--- src/rtl/fmul_issue.sv ---
// Operand FIFO and issue sequencer for the multi-cycle fmul unit.
// Turns the handshake-less multiplier into a valid/ready stream stage.
module fmul_issue #(
    parameter int DEPTH = 4,
    parameter int LAT   = 5
) (
    input  logic                       clk,
    input  logic                       reset,
    input  logic                       in_valid,
    output logic                       in_ready,
    input  logic [31:0]                in_x,
    input  logic [31:0]                in_y,
    output logic                       out_valid,
    input  logic                       out_ready,
    output logic [31:0]                out_data,
    output logic                       mul_req,
    output logic [31:0]                mul_x,
    output logic [31:0]                mul_y,
    input  logic [31:0]                mul_rslt,
    output logic [$clog2(DEPTH+1)-1:0] count,
    output logic                       busy
);
    localparam int PW = $clog2(DEPTH);
    localparam int CW = $clog2(DEPTH + 1);
    localparam int TW = $clog2(LAT + 3);
    // mul_rslt lands LAT edges after the req-sampling edge, which is one edge
    // after the pop; capturing one edge later still reads a settled result.
    localparam int CAP_CNT = LAT + 1;

    typedef enum logic [1:0] {IDLE, WAIT, DONE} state_t;

    state_t        state_q, state_d;
    logic [63:0]   mem_q [DEPTH];
    logic [PW-1:0] rd_ptr_q, rd_ptr_d;
    logic [PW-1:0] wr_ptr_q, wr_ptr_d;
    logic [CW-1:0] count_q, count_d;
    logic [TW-1:0] cnt_q, cnt_d;
    logic          mul_req_q, mul_req_d;
    logic          out_valid_q, out_valid_d;
    logic [31:0]   mul_x_q, mul_x_d;
    logic [31:0]   mul_y_q, mul_y_d;
    logic [31:0]   out_data_q, out_data_d;
    logic          full, push, pop;

    always_comb begin
        full        = (count_q == CW'(DEPTH));
        push        = in_valid && !full;
        pop         = 1'b0;
        state_d     = state_q;
        rd_ptr_d    = rd_ptr_q;
        wr_ptr_d    = wr_ptr_q;
        cnt_d       = cnt_q;
        mul_req_d   = 1'b0;
        out_valid_d = out_valid_q;
        mul_x_d     = mul_x_q;
        mul_y_d     = mul_y_q;
        out_data_d  = out_data_q;

        case (state_q)
            IDLE: pop = (count_q != '0);
            WAIT: begin
                if (cnt_q == TW'(CAP_CNT)) begin
                    out_data_d  = mul_rslt;
                    out_valid_d = 1'b1;
                    state_d     = DONE;
                end else begin
                    cnt_d = cnt_q + TW'(1);
                end
            end
            DONE: begin
                if (out_ready) begin
                    out_valid_d = 1'b0;
                    if (count_q != '0) begin
                        pop = 1'b1;
                    end else begin
                        state_d = IDLE;
                    end
                end
            end
            default: state_d = IDLE;
        endcase

        // A pop always issues immediately, so operands only change here.
        if (pop) begin
            {mul_x_d, mul_y_d} = mem_q[rd_ptr_q];
            mul_req_d          = 1'b1;
            cnt_d              = '0;
            state_d            = WAIT;
            rd_ptr_d           = rd_ptr_q + PW'(1);
        end
        if (push) begin
            wr_ptr_d = wr_ptr_q + PW'(1);
        end
        count_d = count_q + CW'(push) - CW'(pop);
    end

    always_ff @(posedge clk) begin
        if (push) begin
            mem_q[wr_ptr_q] <= {in_x, in_y};
        end
    end

    always_ff @(posedge clk) begin
        if (reset) begin
            state_q     <= IDLE;
            rd_ptr_q    <= '0;
            wr_ptr_q    <= '0;
            count_q     <= '0;
            cnt_q       <= '0;
            mul_req_q   <= 1'b0;
            out_valid_q <= 1'b0;
            mul_x_q     <= '0;
            mul_y_q     <= '0;
            out_data_q  <= '0;
        end else begin
            state_q     <= state_d;
            rd_ptr_q    <= rd_ptr_d;
            wr_ptr_q    <= wr_ptr_d;
            count_q     <= count_d;
            cnt_q       <= cnt_d;
            mul_req_q   <= mul_req_d;
            out_valid_q <= out_valid_d;
            mul_x_q     <= mul_x_d;
            mul_y_q     <= mul_y_d;
            out_data_q  <= out_data_d;
        end
    end

    assign in_ready  = !full;
    assign out_valid = out_valid_q;
    assign out_data  = out_data_q;
    assign mul_req   = mul_req_q;
    assign mul_x     = mul_x_q;
    assign mul_y     = mul_y_q;
    assign count     = count_q;
    assign busy      = (state_q != IDLE) || (count_q != '0);
endmodule

--- config.mk ---
export PLATFORM = sky130hd
export DESIGN_NAME = fmul_issue
export DESIGN_NICKNAME = d
export VERILOG_FILES = /design/src/rtl/fmul_issue.sv
export SDC_FILE = /design/constraint.sdc
export NUM_CORES = 1
export LEC_CHECK = 0
export ABC_CLOCK_PERIOD_IN_PS = 3700
export CORE_ASPECT_RATIO = 2
export CORE_MARGIN = 1.5
export CORE_UTILIZATION = 35
export CTS_BUF_LIST = sky130_fd_sc_hd__clkbuf_8
export DETAILED_ROUTE_END_ITERATION = 10
export GPL_TIMING_DRIVEN = 0
export HOLD_SLACK_MARGIN = 0.03
export PLACE_DENSITY = 0.56
export SKIP_CTS_REPAIR_TIMING = 1
export SLEW_MARGIN = 15
export SYNTH_ARGS = -nofsm -noshare
export SYNTH_HDL_FRONTEND = slang
export SYNTH_SLANG_ARGS = --single-unit
--- constraint.sdc ---
create_clock -name clk -period 3.7 [get_ports clk]
set_input_delay 0.74 -clock clk [delete_from_list [all_inputs] [get_ports clk]]
set_output_delay 0.74 -clock clk [all_outputs]
set_load 0.01 [all_outputs]
Word-level counts from Yosys, hierarchy flattened. Memories as Yosys holds them, arrays and structs flattened. A register that Yosys moved wholly into a read port is not among the register bits. Index checks and enable logic that the tools add are counted.

Register bits after elaboration: 46. RAM bits: 256. Input port bits: 100. Output and inout port bits: 103. Logic and storage cells: 55. Memories: 1.

Memories: mem_q (words 4, width 64, read ports 1, clocked after memory_dff 1, write ports 1, line 33) `logic [63:0] mem_q [DEPTH];`.

$add $sub $neg: 5. Equality and inequality tests: 11. Multiplexer cells: 14. Bitwise gates (word level): 2. Reductions and logical operators: 13.

Operators by type and width (number): $ne A3 B3 Y1 const B (3); $mux W1 (8); $ne A2 B2 Y1 const B (4); $reduce_and A4 Y1 (2); $eq A3 B3 Y1 const B (2); $mux W2 (3); $pmux W2 S3 (1); $add A2 B1 Y2 const B (2); $pmux W1 S2 (2); $reduce_and A2 Y1 (2); $reduce_bool A2 Y1 (2); $add A3 B1 Y3 (1); $add A3 B1 Y3 const B (1); $reduce_and A3 Y1 (1); $reduce_bool A3 Y1 (1); $sub A3 B1 Y3 (1); $eq A2 B1 Y1 const B (1); $eq A2 B2 Y1 const B (1); $logic_not A2 Y1 (1); $not A1 Y1 (2); $reduce_or A2 Y1 (1); $logic_and A1 B1 Y1 (1); $logic_not A1 Y1 (1); $logic_or A1 B1 Y1 (1).

Depth between registers and ports, before layout. Gate-level depths: netlist of the first run.

Word-level depth: 6. Gate-level depth with buffers: 12. Gate-level depth less buffers: 10.

Worst setup path before layout of the first run. No wires, ideal clock.

Path kind: input to register. Start point: input in_valid. End point: memory mem_q[3][0], enable pin. Library setup time: 429 ps. Arrival: 2551 ps. Required time: 3271 ps. Slack: 720 ps. Stages on the path: 2. Buffers on the path: 1. Path through: buf_1 and3_1.

Cells in the longest elaborated chain, start to end: 3.

Ends and longest elaborated chain: from (decl) (line 9) `input logic in_valid,`; $logic_and A1 B1 Y1 (line 47) `push = in_valid && !full;`; $mux W1 (line 98) `if (push) begin`; $mux W1 (implied by the code) (line 99) `mem_q[wr_ptr_q] <= {in_x, in_y};`; to (decl) (line 33).

No other way between the ends.

Worst setup path after layout of the first run.
Start point: register state_q[0]. End point: output busy.

Cells in the longest elaborated chain, start to end: 2.

Ends and longest elaborated chain: from (decl) (line 32) `state_t state_q, state_d;`; from (signal assigned) (line 116) `state_q <= state_d;`; $reduce_bool A2 Y1 (line 136) `assign busy = (state_q != IDLE) || (count_q != '0);`; $logic_or A1 B1 Y1 (line 136); to (decl) (line 21) `output logic busy`.

No other way between the ends.

==> summary.md, run 1 <==
| Metric | Value |
|---|---|
| Hold WC Path Type | `flip-flop to flip-flop` |
| Worst-Skew Late Latency | `about 0.60 ns` |
| Pint | `8.20 mW` |
| Syn_nets | `around 1000` |
| Top cell type's share of synthesized area | `55.5%` |
| Core area | `between 30000 and 40000 µm²` |
| Hold Crit Depth | `2` |
| R2R depth | `12` |
| Vias per cell | `4.99` |
| Asr flop ratio synth | `0%` |
| Post-synthesis mux area share | `10.5%` |
| Largest net degree at the start of global routing | `41` |
| Clock share of power | `24.7%` |
| Row Count | `102` |
| Synth Area in Adders | `0.868%` |
| Worst-path fanout max | `10` |
| Global route overflow | `0` |
| Share of cells above drive strength 1 | `about 15%` |
| Deepest clock path buffer count | `3` |
| Synth area leaders | `edfxtp_1 56%, dfxtp_1 16%, mux4_2 10%` |
| Ys flop type | `edfxtp_1` |
| Net count, final | `1236` |
| PortBufs | `200` |
| Peak supply drop | `0.000347 V` |
| Net Sw Power | `3.72 mW` |
| # setup viols final | `0` |
| Total GRT Usage | `between 15 and 20%` |
| Vias in the first global route | `8956` |
| Die width | `between 100 and 150 µm` |
| P&R area growth vs syn | `27.1%` |
| Max Cap Viol | `0` |
| Synthesis Warnings | `0` |
| DRC | `0` |
| Final Slew Violations | `0` |
| Initial antenna violation count | `2` |
| Dpl hpwl | `23.3 mm` |
| Post-synthesis compound-gate area fraction | `7.66%` |
| Cts bufs inserted | `52` |
| Comb pwr share | `31.1%` |
| Setup Skew | `0.0138 ns` |
| Relative slew margins | `51.3%` |
| Avg Cell Area, Syn | `around 16 µm²` |
| Post-Syn Area | `roughly 14000 µm²` |
| Largest family of logic cells by synthesized area | `multiplexers` |
| Clk sink count | `366` |
| Status | `completed` |
| Tot Pwr | `11.9 mW` |
| Drt wl/cell | `~21 µm` |
| Startpoint types | `flip-flop` |
| # IOs | `203` |
| Fmax | `309 MHz` |
| Initial DRT Pass Iterations | `4` |
| Antenna viol nets, final | `0` |
| Worst-path clk slew | `0.07 ns` |
| CP endpoint kind | `output port` |
| Switching share of power | `31.2%` |
| Reg area | `roughly 10000 µm²` |
| Vias post-DR | `8455` |
| Cells after synthesis | `869` |
| Die area | `40800 µm²` |
| Seq/Total Area, Yosys | `71.4%` |
| Routability cong. | `~0.75` |
| Pleak | `5.82 nW` |
| CTS tree | `built` |
| Least-Margin Pin Slew | `around 0.73 ns` |
| Largest area contributor in the netlist | `edfxtp_1` |
| Post-synthesis simple-gate area fraction | `6.02%` |
| DRT iter0 DRCs | `410` |
| Hold Worst Slack | `about 0.45 ns` |
| Worst path required time | `2.96 ns` |
| Pwr Density | `678 nW/µm²` |
| Sequential Power Share | `approximately 44%` |
| Root buffer cell | `clkbuf_8` |
| Crit path DAT | `between 2 and 3 ns` |
| XOR/XNOR Fraction of Synth Area | `less than 1%` |
| WS Path Type | `flip-flop to output port` |
| Fill count | `about 3500` |
| RSZ-0062 raised after global routing | `false` |
| Tcrit/Tclk final | `87.5%` |
| Total wire length | `35.0 mm` |
| Post-synth EDFFs | `256` |
| Synth unique cells | `33` |
| Starting Density | `35.7%` |
| Hold Vio Cnt, Final | `0` |
| Die Height | `roughly 280 µm` |
| Area of the multi-input gates | `3500 µm²` |
| First-pass GRT wire length | `about 53 mm` |
| H-tree depth | `2` |
| Post-synthesis register bit count | `between 300 and 400` |
| Final min period | `about 3.2 ns` |
[per-layer routing]
metal  track usage [%]  wire length (µm)
met1              18.0             12600
met3              3.05              1670
met2              33.3             19700
met4              6.79               983
met5                 0                 0
[critical path, stage by stage (launching register included)]
cell,delay [ns]
dfxtp_1,0.30
buf_2,0.23
clkbuf_1,0.59
or3_1,0.22
clkdlybuf4s50_1,0.55
[placed cells by master (no fill, tap or decap), drive strengths merged, types with 5 or more instances in the layout]
| cell | synthesis | final |
|---|---|---|
| nand4 | 65 | 65 |
| ha | 8 | 8 |
| mux4 | 64 | 64 |
| edfxtp | 256 | 256 |
| nand2 | 67 | 67 |
| o31ai | 66 | 66 |
| nand3 | 5 | 5 |
| clkinv | 0 | 19 |
| buf | 48 | 52 |
| dfxtp | 110 | 110 |
| nor2b | 5 | 5 |
| clkbuf | 32 | 89 |
| a21oi | 105 | 105 |
| clkdlybuf4s50 | 0 | 200 |
| inv | 10 | 30 |
[area by class of cell]
class,count,area share (%)
Timing Repair Buffer,204,12.0
Buffer,80,2.45
Clock buffer,57,4.46
Sequential cell,366,56.2
Multi-Input combinational cell,413,19.9
Antenna cell,2,0.0284
Inverter,10,0.213
Tap cell,520,3.70
Clock inverter,41,1.03
[power groups by stage]
stage                     Sequential, mW  Clock, mW  Combinational (mW)
after floorplan                     5.40          0                2.14
after global placement              5.39          0                3.69
after detailed placement            5.37          0                3.77
after CTS                           5.28       3.05                3.78
after global routing                5.32       3.19                4.02
final                               5.27       2.95                3.71
[kinds of logic (layout without fill, tap and decap cells)]
| kind of cell | after synthesis | after routing |
|---|---|---|
| DFF | 366 | 366 |
| AOI/OAI and AO/OA | 176 | 176 |
| and+or+nand+nor | 161 | 161 |
| buffers and inverters | 90 | 392 |
| muxes | 65 | 65 |
| adders and majority gates | 9 | 9 |
| xor gates and xnor gates | 2 | 2 |
| other | 0 | 2 |
[through the flow]
step           cell area (µm²)  setup TNS [ns]  setup slack, ns  utilization [%]  instances
2_1_floorplan            13800               0            0.720                -        869
6_report                 17600               0            0.464             45.4       1693
3_3_place_gp             16500         -218.66           -0.882             42.5       1589
4_1_cts                  17600               0            0.363             45.3       1691
5_1_grt                  17600               0            0.341             45.4       1693
3_5_place_dp             16600               0            0.316             42.9       1593
[cell usage after synthesis, types with 4 or more instances]
library cell,number
nand3_1,5
buf_4,4
nand2_1,67
dfxtp_1,110
and3_1,4
mux4_2,64
nor2b_1,5
buf_2,29
inv_1,10
nand4_1,65
nor2_1,4
o31ai_1,66
clkbuf_1,32
buf_12,4
edfxtp_1,256
a21oi_1,105
buf_1,9
ha_1,8
[final timing paths]
kind	end	from	slack, ns
setup / recovery	busy	state_q[0]	0.46
hold / removal	out_data[6]	out_data[6]	0.45
setup reg to reg	count[2]	count[2]	1.02
hold reg to reg	out_data[6]	out_data[6]	0.45
[state kept, by name, indices dropped and copies added, names as in the netlist]
signal and cells:
mul_x 32, out_data 32, mul_y 32, wr_ptr_q 2, cnt_q 3, count 3, state_q 2, mul_req 1
rd_ptr_q 2, out_valid 1, mem_q 256
No activity file was read; power rests on OpenSTA's default activity.
==> inputs of run 2 (changes only) <==
Settings changed: CORE_ASPECT_RATIO 2 to 1.5, CORE_MARGIN 1.5 to unset.
==> run 2 against run 1 <==
Against the previous run:
- sequential power about the same
- core utilization barely moved
- register-to-register slack lost 0.07 ns
- flip-flop and latch count unchanged
- maximum frequency shrank 1.3%
- hold slack got worse by 0.00090 ns
- largest cell class unchanged
- clock-buffer cell count is 1 lower
==> summary.md, run 2 (synthesis gave the netlist of run 1 again) <==
| Metric | Value |
|---|---|
| Pwr Density | `682 nW/µm² (+0.57%)` |
| Initial antenna violation count | `4 (+2)` |
| # setup viols final | `0 (unchanged)` |
| Dpl hpwl | `22.8 mm (-2.3%)` |
| Post-place instance area | `16600 µm² (-0.19%)` |
| Worst-path fanout max | `10 (unchanged)` |
| Placed instance count | `1568 (-1.6%)` |
| Pleak | `5.82 nW (about the same)` |
| Post-route insts no fill | `1670 (-1.4%)` |
| Global route overflow | `0 (unchanged)` |
| # IOs | `203 (unchanged)` |
| Relative slew margins | `51.0% (-0.33 points)` |
| Largest net degree at the start of global routing | `37 (-9.8%)` |
| CTS tree | `built` |
| Die Height | `246 µm (-14%)` |
| Final min period | `3.28 ns (+0.0416 ns)` |
| Tot Pwr | `12.0 mW (+0.48%)` |
| Starting Density | `35.7% (+0.037 points)` |
| Commonest non-fill, non-tap cell in the layout | `edfxtp_1` |
| Net count, final | `1237 (+0.081%)` |
| Vias per cell | `5.11 (+2.2%)` |
| Total GRT Usage | `17.4% (+0.094 points)` |
| Least-Margin Pin Slew | `0.736 ns (+0.00498 ns)` |
| Worst-path clk slew | `0.06 ns (about the same)` |
| Hold Worst Slack | `0.452 ns (-0.000905 ns)` |
| Share of cells above drive strength 1 | `15.1% (-0.098 points)` |
| Drt wl/cell | `20.8 µm (+0.42%)` |
| Most frequent cells in the layout | `256 x edfxtp_1, 200 x clkdlybuf4s50_1, 110 x dfxtp_1` |
| Clk sink count | `366 (unchanged)` |
| Cts bufs inserted | `53 (+1.9%)` |
| First-pass GRT wire length | `52.2 mm (-0.74%)` |
| RSZ-0062 raised after global routing | `false` |
| Max FFs per register | `256 (unchanged)` |
| Startpoint types | `flip-flop` |
| Worst path max stage delay | `0.52 ns (-0.07 ns)` |
| Status | `completed` |
| Deepest clock path buffer count | `3 (unchanged)` |
| Die width | `164 µm (+14%)` |
| Worst path required time | `2.96 ns (about the same)` |
| Final Slew Violations | `0 (unchanged)` |
| Hold Vio Cnt, Final | `0 (unchanged)` |
| WS Path Type | `flip-flop to output port` |
| Fill count | `3529 (-0.085%)` |
| DRC | `0 (unchanged)` |
| H-tree depth | `2 (unchanged)` |
| Worst-Skew Late Latency | `0.61 ns (about the same)` |
| Antenna viol nets, final | `0 (unchanged)` |
| Setup Skew | `0.0251 ns (+0.0113 ns)` |
| Max Cap Viol | `0 (unchanged)` |
| Tcrit/Tclk final | `88.6% (+1.1 points)` |
| Crit path DAT | `2.54 ns (+0.04 ns)` |
| CP endpoint kind | `output port` |
| CP most frequent cell | `or3_1` |
| Crit-path slowest cell | `clkdlybuf4s50_1` |
| P&R area growth vs syn | `27.0% (about the same)` |
| Die area | `40400 µm² (-1.1%)` |
| Fmax | `305 MHz (-1.3%)` |
| Design area | `17600 µm² (about the same)` |
| PortBufs | `200 (unchanged)` |
| Setup_tns | `0 ns (unchanged)` |
| DRT iter0 DRCs | `443 (+8.0%)` |
| Initial DRT Pass Iterations | `5 (+1)` |
| Row Count | `88 (-14%)` |
| Hold WC Path Type | `flip-flop to flip-flop` |
| Peak supply drop | `0.000324 V (-6.7%)` |
| Top reg by flops | `mem_q` |
| Core area | `38800 µm² (-0.10%)` |
| Vias in the first global route | `8968 (+0.13%)` |
| Routability cong. | `0.756 (+0.92%)` |
| CP cell instances | `or3_1 -> buf_4 -> buf_6 -> or3_1 -> clkdlybuf4s50_1` |
| Total wire length | `34.7 mm (-0.95%)` |
| Root buffer cell | `clkbuf_8` |
| Vias post-DR | `8526 (+0.84%)` |
==> run 2: power by group <==
part	leakage [nW]	switching, mW	internal, mW
Clock	0.567	1.53	1.47
Combinational	2.01	1.91	1.81
Sequential	3.24	0.293	4.97
==> run 2: layer usage <==
layer	global-route usage [%]	part of all wire, %	wire length, µm
met4	6.56	2.5	850
met3	3.54	5.6	1940
met2	32.0	54	18600
met5	0	0.037	13
met1	19.4	38	13300
==> run 2: per-stage QoR <==
stage,setup WS (ns),util (%)
after floorplan,0.720,-
after global placement,-0.822,42.5
after detailed placement,0.320,42.8
after CTS,0.349,45.3
after global routing,0.317,45.4
final,0.423,45.4
==> run 2: layout make-up <==
class	count	area, µm²	area share [%]
Clock buffer	56	771	4.38
Inverter	10	37.5	0.214
Sequential cell	366	9890	56.3
Multi-Input combinational cell	413	3500	19.9
Tap cell	495	619	3.52
Timing Repair Buffer	204	2110	12.0
Antenna cell	3	7.51	0.0427
Buffer	80	432	2.46
Clock inverter	43	208	1.18
==> run 2: path summary, 6_finish.rpt <==
check / endpoint / slack, ns / start / cells after the start
max: busy / 0.42 / count[2] / 5
min: out_data[31] / 0.45 / out_data[31] / 2
max reg2reg: count[2] / 0.95 / count[2] / 12
min reg2reg: out_data[31] / 0.45 / out_data[31] / 2
==> run 2: worst max-delay path, delay by kind of cell, from the launching register on <==
family,cells,cell delay [ns]
DFF,1,0.36
and+or+nand+nor,2,0.74
buffers and inverters,3,0.84
==> inputs of run 3 (changes only) <==
Settings changed: GPL_TIMING_DRIVEN 0 to unset.
==> run 3 against run 2 <==
Against the previous run:
- core utilization down 0.64 points
- first-iteration DRC count down 0.45%
- clock-buffer cell count rose by 5
- cell count fell by 3.7%
==> summary.md, run 3 (synthesis gave the netlist of run 1 again) <==
| Metric | Value |
|---|---|
| Root buffer cell | `clkbuf_8` |
| Pleak | `5.69 nW (-2.2%)` |
| Peak supply drop | `0.000373 V (+15%)` |
| Reg area | `9900 µm² (+0.11%)` |
| Deepest clock path buffer count | `3 (unchanged)` |
| Setup_tns | `0 ns (unchanged)` |
| Final min period | `3.15 ns (-0.128 ns)` |
| Fmax | `317 MHz (+4.1%)` |
| Row Count | `88 (unchanged)` |
| Post-route insts no fill | `1608 (-3.7%)` |
| Max Cap Viol | `0 (unchanged)` |
| PortBufs | `202 (+1.0%)` |
| CP endpoint kind | `output port` |
| Worst-path clk slew | `0.06 ns (about the same)` |
| DRT iter0 DRCs | `441 (-0.45%)` |
| Drt wl/cell | `21.3 µm (+2.8%)` |
| Crit path to | `busy` |
| Crit path DAT | `2.41 ns (-0.13 ns)` |
| Net count, final | `1173 (-5.2%)` |
| Initial antenna violation count | `5 (+1)` |
| Most frequent cells in the layout | `256 x edfxtp_1, 201 x clkdlybuf4s50_1, 107 x dfxtp_1` |
| Status | `completed` |
| Worst-path fanout max | `24 (+14)` |
| Least-Margin Pin Slew | `0.989 ns (+0.254 ns)` |
| Final Slew Violations | `0 (unchanged)` |
| Hold Vio Cnt, Final | `0 (unchanged)` |
| Startpoint types | `flip-flop` |
| First-pass GRT wire length | `52.6 mm (+0.78%)` |
| H-tree depth | `2 (unchanged)` |
| Area of the multi-input gates | `3530 µm² (+0.75%)` |
| Cts bufs inserted | `55 (+3.8%)` |
| Routability cong. | `0.701 (-7.2%)` |
| # IOs | `203 (unchanged)` |
| Relative slew margins | `34.0% (-17 points)` |
| Vias in the first global route | `8966 (-0.022%)` |
| Clock share of power | `25.6% (+0.5 points)` |
| Comb pwr share | `27.9% (-3.1 points)` |
| P&R area growth vs syn | `25.2%` |
| Antenna viol nets, final | `0 (unchanged)` |
| Die Height | `246 µm (unchanged)` |
| FF-to-FF Start | `count[2]` |
| Total GRT Usage | `17.4% (+0.052 points)` |
| Reg2reg end | `count[2]` |
| Pwr Density | `680 nW/µm² (-0.23%)` |
| Fin util | `44.7% (-0.64 points)` |
| R2R depth | `10 (-2)` |
| Dpl hpwl | `18.4 mm (-19%)` |
| Total wire length | `34.3 mm (-1.0%)` |
| Worst setup startpoint | `count[2]` |
| DRC | `0 (unchanged)` |
| Placed instance count | `1502 (-4.2%)` |
| Setup Skew | `0.0168 ns (-0.00831 ns)` |
| Starting Density | `35.7% (unchanged)` |
| Fill count | `3549 (+0.57%)` |
| Worst-Skew Late Latency | `0.61 ns (about the same)` |
| Global route overflow | `0 (unchanged)` |
| Max FFs per register | `256 (unchanged)` |
| Die width | `164 µm (unchanged)` |
| WS Path Type | `flip-flop to output port` |
| Vias post-DR | `8409 (-1.4%)` |
| Hold Crit Depth | `2 (unchanged)` |
| Initial DRT Pass Iterations | `5 (unchanged)` |
| Die area | `40400 µm² (unchanged)` |
| Tot Pwr | `11.8 mW (-1.6%)` |
| CTS tree | `built` |
| Core area | `38800 µm² (unchanged)` |
| Vias per cell | `5.23 (+2.4%)` |
| Commonest non-fill, non-tap cell in the layout | `edfxtp_1` |
| Sequential Power Share | `46.6% (+2.7 points)` |
| Share of cells above drive strength 1 | `14.4% (-0.69 points)` |
| Largest net degree at the start of global routing | `68 (+84%)` |
| Tcrit/Tclk final | `85.1% (-3.4 points)` |
| R2R Setup Slk | `1.15 ns (+0.20 ns)` |
| Switching share of power | `31.0% (-0.066 points)` |
| RSZ-0062 raised after global routing | `false` |
| # setup viols final | `0 (unchanged)` |
| Hold WC Path Type | `flip-flop to flip-flop` |
| Worst path required time | `2.96 ns (about the same)` |
| Pint | `8.13 mW (-1.6%)` |
| Top reg by flops | `mem_q` |
| Clk sink count | `366 (unchanged)` |
| Net Sw Power | `3.66 mW (-1.9%)` |
-- run 3: area by class of cell --
type	instances	share of cell area [%]
Inverter	10	0.217
Antenna cell	3	0.0433
Multi-Input combinational cell	413	20.4
Timing Repair Buffer	218	12.9
Tap cell	495	3.57
Clock buffer	61	4.84
Clock inverter	42	0.975
Sequential cell	366	57.1
-- run 3: how the worst min path moves through the flow --
stage	from	end
floorplan	cnt_q[2]	cnt_q[2]
global placement	out_data[21]	out_data[21]
detailed placement	out_data[28]	out_data[28]
CTS	out_data[28]	out_data[28]
global route	out_data[31]	out_data[31]
finish	out_data[28]	out_data[28]
-- run 3: power by group through the flow --
| stage | Clock, mW | Sequential [mW] | Combinational, mW |
|---|---|---|---|
| 3_3_place_gp | 0 | 5.59 | 3.30 |
| 2_1_floorplan | 0 | 5.40 | 2.14 |
| 5_1_grt | 3.29 | 5.58 | 3.55 |
| 6_report | 3.01 | 5.49 | 3.28 |
| 4_1_cts | 3.13 | 5.52 | 3.34 |
| 3_5_place_dp | 0 | 5.60 | 3.33 |
-- run 3: worst max-delay path, stage by stage (launching register included) --
cell,delay [ns]
dfxtp_1,0.36
or3_4,0.57
or3_1,0.37
clkdlybuf4s50_1,0.51
-- run 3: per-stage QoR --
stage,worst slack [ns],instance area (µm²),hold slack (ns)
after global placement,0.727,16300,0.440
final,0.550,17300,0.455
after detailed placement,0.698,16300,0.446
after floorplan,0.720,13800,0.474
after global routing,0.464,17300,0.473
after CTS,0.491,17300,0.455
-- run 3: routing by layer --
metal  track usage (%)  vias to the layer above  wire length [µm]
li1                  -                     3831                 -
met5                 0                        -                25
met1              20.3                     4271             13700
met3              3.61                       58              1950
met4              7.31                        4               898
met2              30.8                      245             17800
